File: config.mk
export PLATFORM = sky130hd
export DESIGN_NAME = cond_flag_unit_flat
export DESIGN_NICKNAME = d
export VERILOG_FILES = /design/src/rtl/cond_flag_unit_if.sv /design/src/rtl/cond_flag_unit.sv /design/src/flat_wrapper.sv
export SDC_FILE = /design/constraint.sdc
export NUM_CORES = 1
export LEC_CHECK = 0
export BUFFER_PORTS_ARGS = -buffer_cell sky130_fd_sc_hd__clkbuf_2
export CAP_MARGIN = 30
export CORE_AREA = 2 2 39 41
export DETAILED_ROUTE_END_ITERATION = 7
export DIE_AREA = 0 0 41 43
export GPL_TIMING_DRIVEN = 1
export PLACE_DENSITY_LB_ADDON = 0.2
export SLEW_MARGIN = 10
export SYNTH_ARGS = -nofsm -noshare
export SYNTH_HDL_FRONTEND = slang
export SYNTH_SLANG_ARGS = --single-unit
export TNS_END_PERCENT = 10
File: constraint.sdc
create_clock -name clk -period 3.8 [get_ports clk]
set_input_delay 0.76 -clock clk [delete_from_list [all_inputs] [get_ports clk]]
set_output_delay 0.76 -clock clk [all_outputs]
set_load 0.005 [all_outputs]
File: src/rtl/cond_flag_unit_if.sv
// Controller-side bundle for the condition/flag stage. No handshake: every field is valid every cycle.
interface cond_flag_unit_if;
  logic [3:0] cond;
  logic [3:0] alu_checks;
  logic [1:0] flag_w;
  logic       pc_src;
  logic       reg_write;
  logic       mem_write;
  logic       cond_ex;
  logic       pc_src_g;
  logic       reg_write_g;
  logic       mem_write_g;
  logic [3:0] flags;

  modport master (
    output cond, alu_checks, flag_w, pc_src, reg_write, mem_write,
    input  cond_ex, pc_src_g, reg_write_g, mem_write_g, flags
  );

  modport slave (
    input  cond, alu_checks, flag_w, pc_src, reg_write, mem_write,
    output cond_ex, pc_src_g, reg_write_g, mem_write_g, flags
  );
endinterface

File: src/rtl/cond_flag_unit.sv
// NZCV flag store and condition evaluator; cond_ex and gated strobes are combinational,
// flag writes land one edge later. Accepts an instruction every cycle; no backpressure.
module cond_flag_unit (
  input  logic              clk,
  input  logic              rst_n,
  cond_flag_unit_if.slave   bus
);

  logic [1:0] nz_q;
  logic [1:0] cv_q;
  logic       n_f, z_f, c_f, v_f;
  logic       pass;
  logic       nz_we, cv_we;

  assign {n_f, z_f} = nz_q;
  assign {c_f, v_f} = cv_q;

  // Decode looks only at stored flags so an instruction never sees its own ALU result.
  always_comb begin
    pass = 1'b1;
    case (bus.cond)
      4'b0000: pass = z_f;
      4'b0001: pass = !z_f;
      4'b0010: pass = c_f;
      4'b0011: pass = !c_f;
      4'b0100: pass = n_f;
      4'b0101: pass = !n_f;
      4'b0110: pass = v_f;
      4'b0111: pass = !v_f;
      4'b1000: pass = c_f & !z_f;
      4'b1001: pass = !c_f | z_f;
      4'b1010: pass = (n_f == v_f);
      4'b1011: pass = (n_f != v_f);
      4'b1100: pass = !z_f & (n_f == v_f);
      4'b1101: pass = z_f | (n_f != v_f);
      default: pass = 1'b1;
    endcase
  end

  assign nz_we = bus.flag_w[1] & pass;
  assign cv_we = bus.flag_w[0] & pass;

  always_ff @(posedge clk) begin
    if (!rst_n) begin
      nz_q <= 2'b00;
      cv_q <= 2'b00;
    end else begin
      if (nz_we) nz_q <= bus.alu_checks[3:2];
      if (cv_we) cv_q <= bus.alu_checks[1:0];
    end
  end

  assign bus.cond_ex     = pass;
  assign bus.pc_src_g    = bus.pc_src & pass;
  assign bus.reg_write_g = bus.reg_write & pass;
  assign bus.mem_write_g = bus.mem_write & pass;
  assign bus.flags       = {nz_q, cv_q};

endmodule

File: src/flat_wrapper.sv
// flat-port wrapper written by rule: the top's interface ports become plain ports
module cond_flag_unit_flat 
  (clk, rst_n, bus_cond, bus_alu_checks, bus_flag_w, bus_pc_src, bus_reg_write, bus_mem_write, bus_cond_ex, bus_pc_src_g, bus_reg_write_g, bus_mem_write_g, bus_flags);
  cond_flag_unit_if bus_i ();
  input  logic clk;
  input  logic rst_n;
  input wire logic [$bits(bus_i.cond)-1:0] bus_cond;
  input wire logic [$bits(bus_i.alu_checks)-1:0] bus_alu_checks;
  input wire logic [$bits(bus_i.flag_w)-1:0] bus_flag_w;
  input wire logic [$bits(bus_i.pc_src)-1:0] bus_pc_src;
  input wire logic [$bits(bus_i.reg_write)-1:0] bus_reg_write;
  input wire logic [$bits(bus_i.mem_write)-1:0] bus_mem_write;
  output wire logic [$bits(bus_i.cond_ex)-1:0] bus_cond_ex;
  output wire logic [$bits(bus_i.pc_src_g)-1:0] bus_pc_src_g;
  output wire logic [$bits(bus_i.reg_write_g)-1:0] bus_reg_write_g;
  output wire logic [$bits(bus_i.mem_write_g)-1:0] bus_mem_write_g;
  output wire logic [$bits(bus_i.flags)-1:0] bus_flags;
  assign bus_i.cond = bus_cond;
  assign bus_i.alu_checks = bus_alu_checks;
  assign bus_i.flag_w = bus_flag_w;
  assign bus_i.pc_src = bus_pc_src;
  assign bus_i.reg_write = bus_reg_write;
  assign bus_i.mem_write = bus_mem_write;
  assign bus_cond_ex = bus_i.cond_ex;
  assign bus_pc_src_g = bus_i.pc_src_g;
  assign bus_reg_write_g = bus_i.reg_write_g;
  assign bus_mem_write_g = bus_i.mem_write_g;
  assign bus_flags = bus_i.flags;
  cond_flag_unit u_core (.clk(clk), .rst_n(rst_n), .bus(bus_i));
endmodule
# Word-level counts from Yosys, hierarchy flattened
# Cells that the tools add are included.
[totals]
register_bits = 4
inputBits = 15
out_inout_bits = 8
wordCells = 32
[classes]
n_eq_ne = 15
n_mux = 1
bitwise = 9
reduce_logical = 5
[ops]
columns = ["operator", "n"]
rows = [
  ["4-bit == test, second input constant", 6],
  ["4-bit by 3-bit == test with 1-bit output, second input constant", 4],
  ["1-bit one-hot mux with 14 select lines", 1],
  ["4-bit by 2-bit == test with 1-bit output, second input constant", 2],
  ["1-bit bitwise AND", 7],
  ["4-bit by 1-bit == test with 1-bit output, second input constant", 1],
  ["1-bit zero test", 4],
  ["4-bit zero test", 1],
  ["1-bit bitwise OR", 2],
  ["1-bit == test", 1],
  ["1-bit != test", 1],
]

# Depth between registers and ports, before layout
[depth]
word_depth = 4
mapped_depth = 6
mapped_depth_nobuf = 5

# Least setup slack after synthesis
# OpenSTA, ideal clock, no wires.
[synth_timing]
path_type = "input to output"
startpoint = "input bus_cond[0]"
endpoint = "output bus_mem_write_g"
arrival_ns = 1.895
required_time_ns = 3.040
path_slack_ns = 1.145
cell_stages = 6
path_buffers = 1
cell_sequence = "buf_6 -> or4b_1 -> a31oi_1 -> o21ai_1 -> nand3_1 -> and2_1"
[synth_between]
elab_chain_len = 3
elab_cells_between_ends = 16
[synth_lines]
columns = ["item", "line", "text"]
rows = [
  ["start: declaration", "flat_wrapper.sv:7", "input wire logic [$bits(bus_i.cond)-1:0] bus_cond;"],
  ["4-bit == test (tied with other cells)", "cond_flag_unit.sv:21", "case (bus.cond)"],
  ["1-bit one-hot mux with 14 select lines *", "cond_flag_unit.sv:21", ""],
  ["net bus_cond_ex", "flat_wrapper.sv:13", "output wire logic [$bits(bus_i.cond_ex)-1:0] bus_cond_ex;"],
  ["1-bit bitwise AND *", "cond_flag_unit.sv:56", "assign bus.mem_write_g = bus.mem_write & pass;"],
  ["end: declaration", "flat_wrapper.sv:16", "output wire logic [$bits(bus_i.mem_write_g)-1:0] bus_mem_write_g;"],
]
# The timed path passes the listed nets; every way through them passes the cells marked *.

# Worst setup path after layout
[layout_timing]
startpoint = "input bus_cond[0]"
endpoint = "output bus_pc_src_g"
[layout_between]
elab_chain_len = 3
elab_cells_between_ends = 16
[layout_lines]
columns = ["item", "line", "text"]
rows = [
  ["4-bit == test (tied with other cells)", "cond_flag_unit.sv:21", ""],
  ["1-bit one-hot mux with 14 select lines *", "cond_flag_unit.sv:21", ""],
  ["1-bit bitwise AND *", "cond_flag_unit.sv:54", "assign bus.pc_src_g = bus.pc_src & pass;"],
  ["end: declaration", "flat_wrapper.sv:14", "output wire logic [$bits(bus_i.pc_src_g)-1:0] bus_pc_src_g;"],
]
# Mark *: on every way between the ends. The rest lies on a longest branch, timed or not.

==> impl_metrics.toml <==
[run_status]
status = "finished clean"

[clocking]
cts_made_buffers = 3
path_clk_slew_ns = 0.04
htreeDepth = 1
cts_setup_buffers = 0
cts.hold.buffers_added = 0
cts_resized = 0
root_buffer = "clkbuf_4"
cts_tree = "built"
cts_sinks = 4
clock_latency_ns = 0.23
ctsLongestPathBuffers = 2

[setup_path]
crit_type = "primary input to primary output"
crit_arrival_ns = 2.11
timing.rr.end = "u_core.cv_q[1]"
rr_startpoint = "u_core.nz_q[1]"
start_kind = "primary input"
crit_chain = "clkbuf_2, or4b_1, a31oi_1, o21ai_1, nand3_1, and2_1, clkbuf_2"
worstSetupEndpointType = "primary output"
path_delay_family = "simple AND/OR/NAND/NOR gates"
cp.required_ns = 3.04
critPathMaxStageDelay_ns = 0.52
ff2ff_setup_slack_ns = 2.02
cp_max_fo = 10
worst-path-buf-inv = 2
r2r_cells = 5
cpMostUsedCell = "clkbuf_2"
crit_cells = 7
cpMaxStageDelayCell = "or4b_1"
crit_start = "bus_cond[0]"
endpoint = "bus_pc_src_g"

[power_and_ir_drop]
fin_total_pwr_w = 0.0001507
powerDensity_mw_per_mm2 = 284.7
ir_worst_vdd_mv = 0.1949
p_leak_nw = 0.2563

[sta]
setup_viol = 0
fmax_mhz = 348.4
slew_viol_final = 0
hold_viol = 0
fin_crit_sh = 0.7554
finalSetupTns_ns = 0
layout_setup_ws_ns = 0.9294
fin_skew_ns = 0.001382
relSlewSlack = 0.7469
worstMarginPinSlew_ns = 0.3700
period_minus_slack_ns = 2.871
rsz0062_at_grt = "false"

[yosys]
synth_top_area_cell = "dfxtp_1"
synthTopCellsByArea = "dfxtp_1 (20%), mux2i_1 (15%), nand2_1 (9.4%)"
ys_seq_elements = 4
synthArstFlopShare = 0
synthesis.nets = 68
synth_top_area_share = 0.2000
seq_area_frac_synth = 0.2000
ys_warn_count = 0
synth_cells = 53
syn_avg_cell_area_um2 = 7.554
synthDistinctLibCells = 26
synth_edf_count = 0
synth_ff_type = "dfxtp_1"
synth_area_um2 = 400.4

[final_layout]
diodes = 0
area_growth_pct = 32.19
nets = 91
final_core_util = 0.3825
drive_gt1_frac = 0.3378

[global_route]
first_global_vias = 370
antenna_found_initial = 0
grt_usage = 0.1242
grt_pass1_wl_mm = 1.490
grt_max_degree = 13
overflow = 0

[route]
vias = 438
routed_wl_um = 948
drt-pass1-iter-count = 4
routedWlPerCell_um = 10.53
ant_nets = 0
vias_per_cell = 4.867
drtIter0Drc = 12
drc = 0

[placed_design]
port_buffers = 22
dp_hpwl_um = 735.3
place_ws_ns = 0.9165
gp_congestion = 0.6754

[floorplan]
fp.coreArea_mm2 = 0.001384
die_w_um = 41
io_pins = 23
floorplan.initialDensity = 0.2893
die_y_um = 43
rows = 14
fp.dieArea_mm2 = 0.001763

[min_path]
hold_path_depth = 2
worstHoldPathType = "flip-flop to flip-flop"

[job]
cap_violations = 0
-- placed cells by master, fill, tap and decap left out, drive strengths merged --
cell     count
nand3        1
nor3b        2
o211a        1
nand3b       1
a21boi       1
or4b         2
nor3         1
a2111oi      1
and2         3
mux2i        6
clkbuf      25
xor2         1
a21oi        1
a31oi        3
and4b        1
inv          3
nor4bb       1
nand2       10
xnor2        1
nand4b       1
dfxtp        4
o21ai        4
-- report_power, final --
group          switching, W  total [W]  internal [W]
logic             0.0000232  0.0000479     0.0000247
clock network     0.0000175  0.0000528     0.0000353
registers        0.00000449  0.0000499     0.0000454
-- worst min path at each step --
stage	end	from
final	u_core.cv_q[1]	u_core.cv_q[1]
after global routing	u_core.cv_q[1]	u_core.cv_q[1]
after CTS	u_core.cv_q[1]	u_core.cv_q[1]
after detailed placement	u_core.cv_q[1]	u_core.cv_q[1]
after global placement	u_core.cv_q[1]	u_core.cv_q[1]
after floorplan	u_core.cv_q[1]	u_core.cv_q[1]
-- cell families after synthesis --
group | after synthesis | synth area share
muxes | 6 | 0.1500
and+or+nand+nor | 23 | 0.3437
buffers and inverters | 7 | 0.08747
DFF | 4 | 0.2000
AOI/OAI and AO/OA | 11 | 0.1750
xor gates and xnor gates | 2 | 0.04376
-- sequential cells by signal, summed over array words and instances, names as in the netlist --
register and cells:
u_core.cv_q 2, u_core.nz_q 2
-- Yosys cell counts, drive strengths merged, types with 2 or more instances --
cell type  number
a31oi           3
and2            3
buf             3
dfxtp           4
inv             3
mux2i           6
nand2          10
nor3b           2
o21ai           4
or4b            2
-- area by class of cell --
cell class | instances | area, um2
Sequential cell | 4 | 80.08
Tap cell | 16 | 20.02
Clock buffer | 3 | 22.52
Fill cell | 155 | 854.6
Timing Repair Buffer | 22 | 110.1
Multi-Input combinational cell | 42 | 285.3
Inverter | 3 | 11.26
-- stage by stage --
step | std cells | cell area (um2) | hold slack [ns]
after CTS | 90 | 529.3 | 0.5102
after detailed placement | 87 | 506.7 | 0.5041
final | 90 | 529.3 | 0.5059
after global placement | 87 | 506.7 | 0.4989
after global routing | 90 | 529.3 | 0.5626
after floorplan | 53 | 400.4 | 0.4721
-- metal layers --
metal | share of wire | global-route usage | vias up
met5 | 0 | 0 | -
met4 | 0 | 0.08000 | 0
li1 | - | - | 235
met1 | 0.45 | 0.1470 | 193
met3 | 0.045 | 0.03141 | 0
met2 | 0.51 | 0.1875 | 10
-- worst register-to-register path, delay by kind of cell (launching register included) --
family | cells | cell delay [ns]
compound gates | 3 | 0.61
simple gates | 1 | 0.53
mux | 1 | 0.22
flops | 1 | 0.36
(Power assumes the default switching activity.)
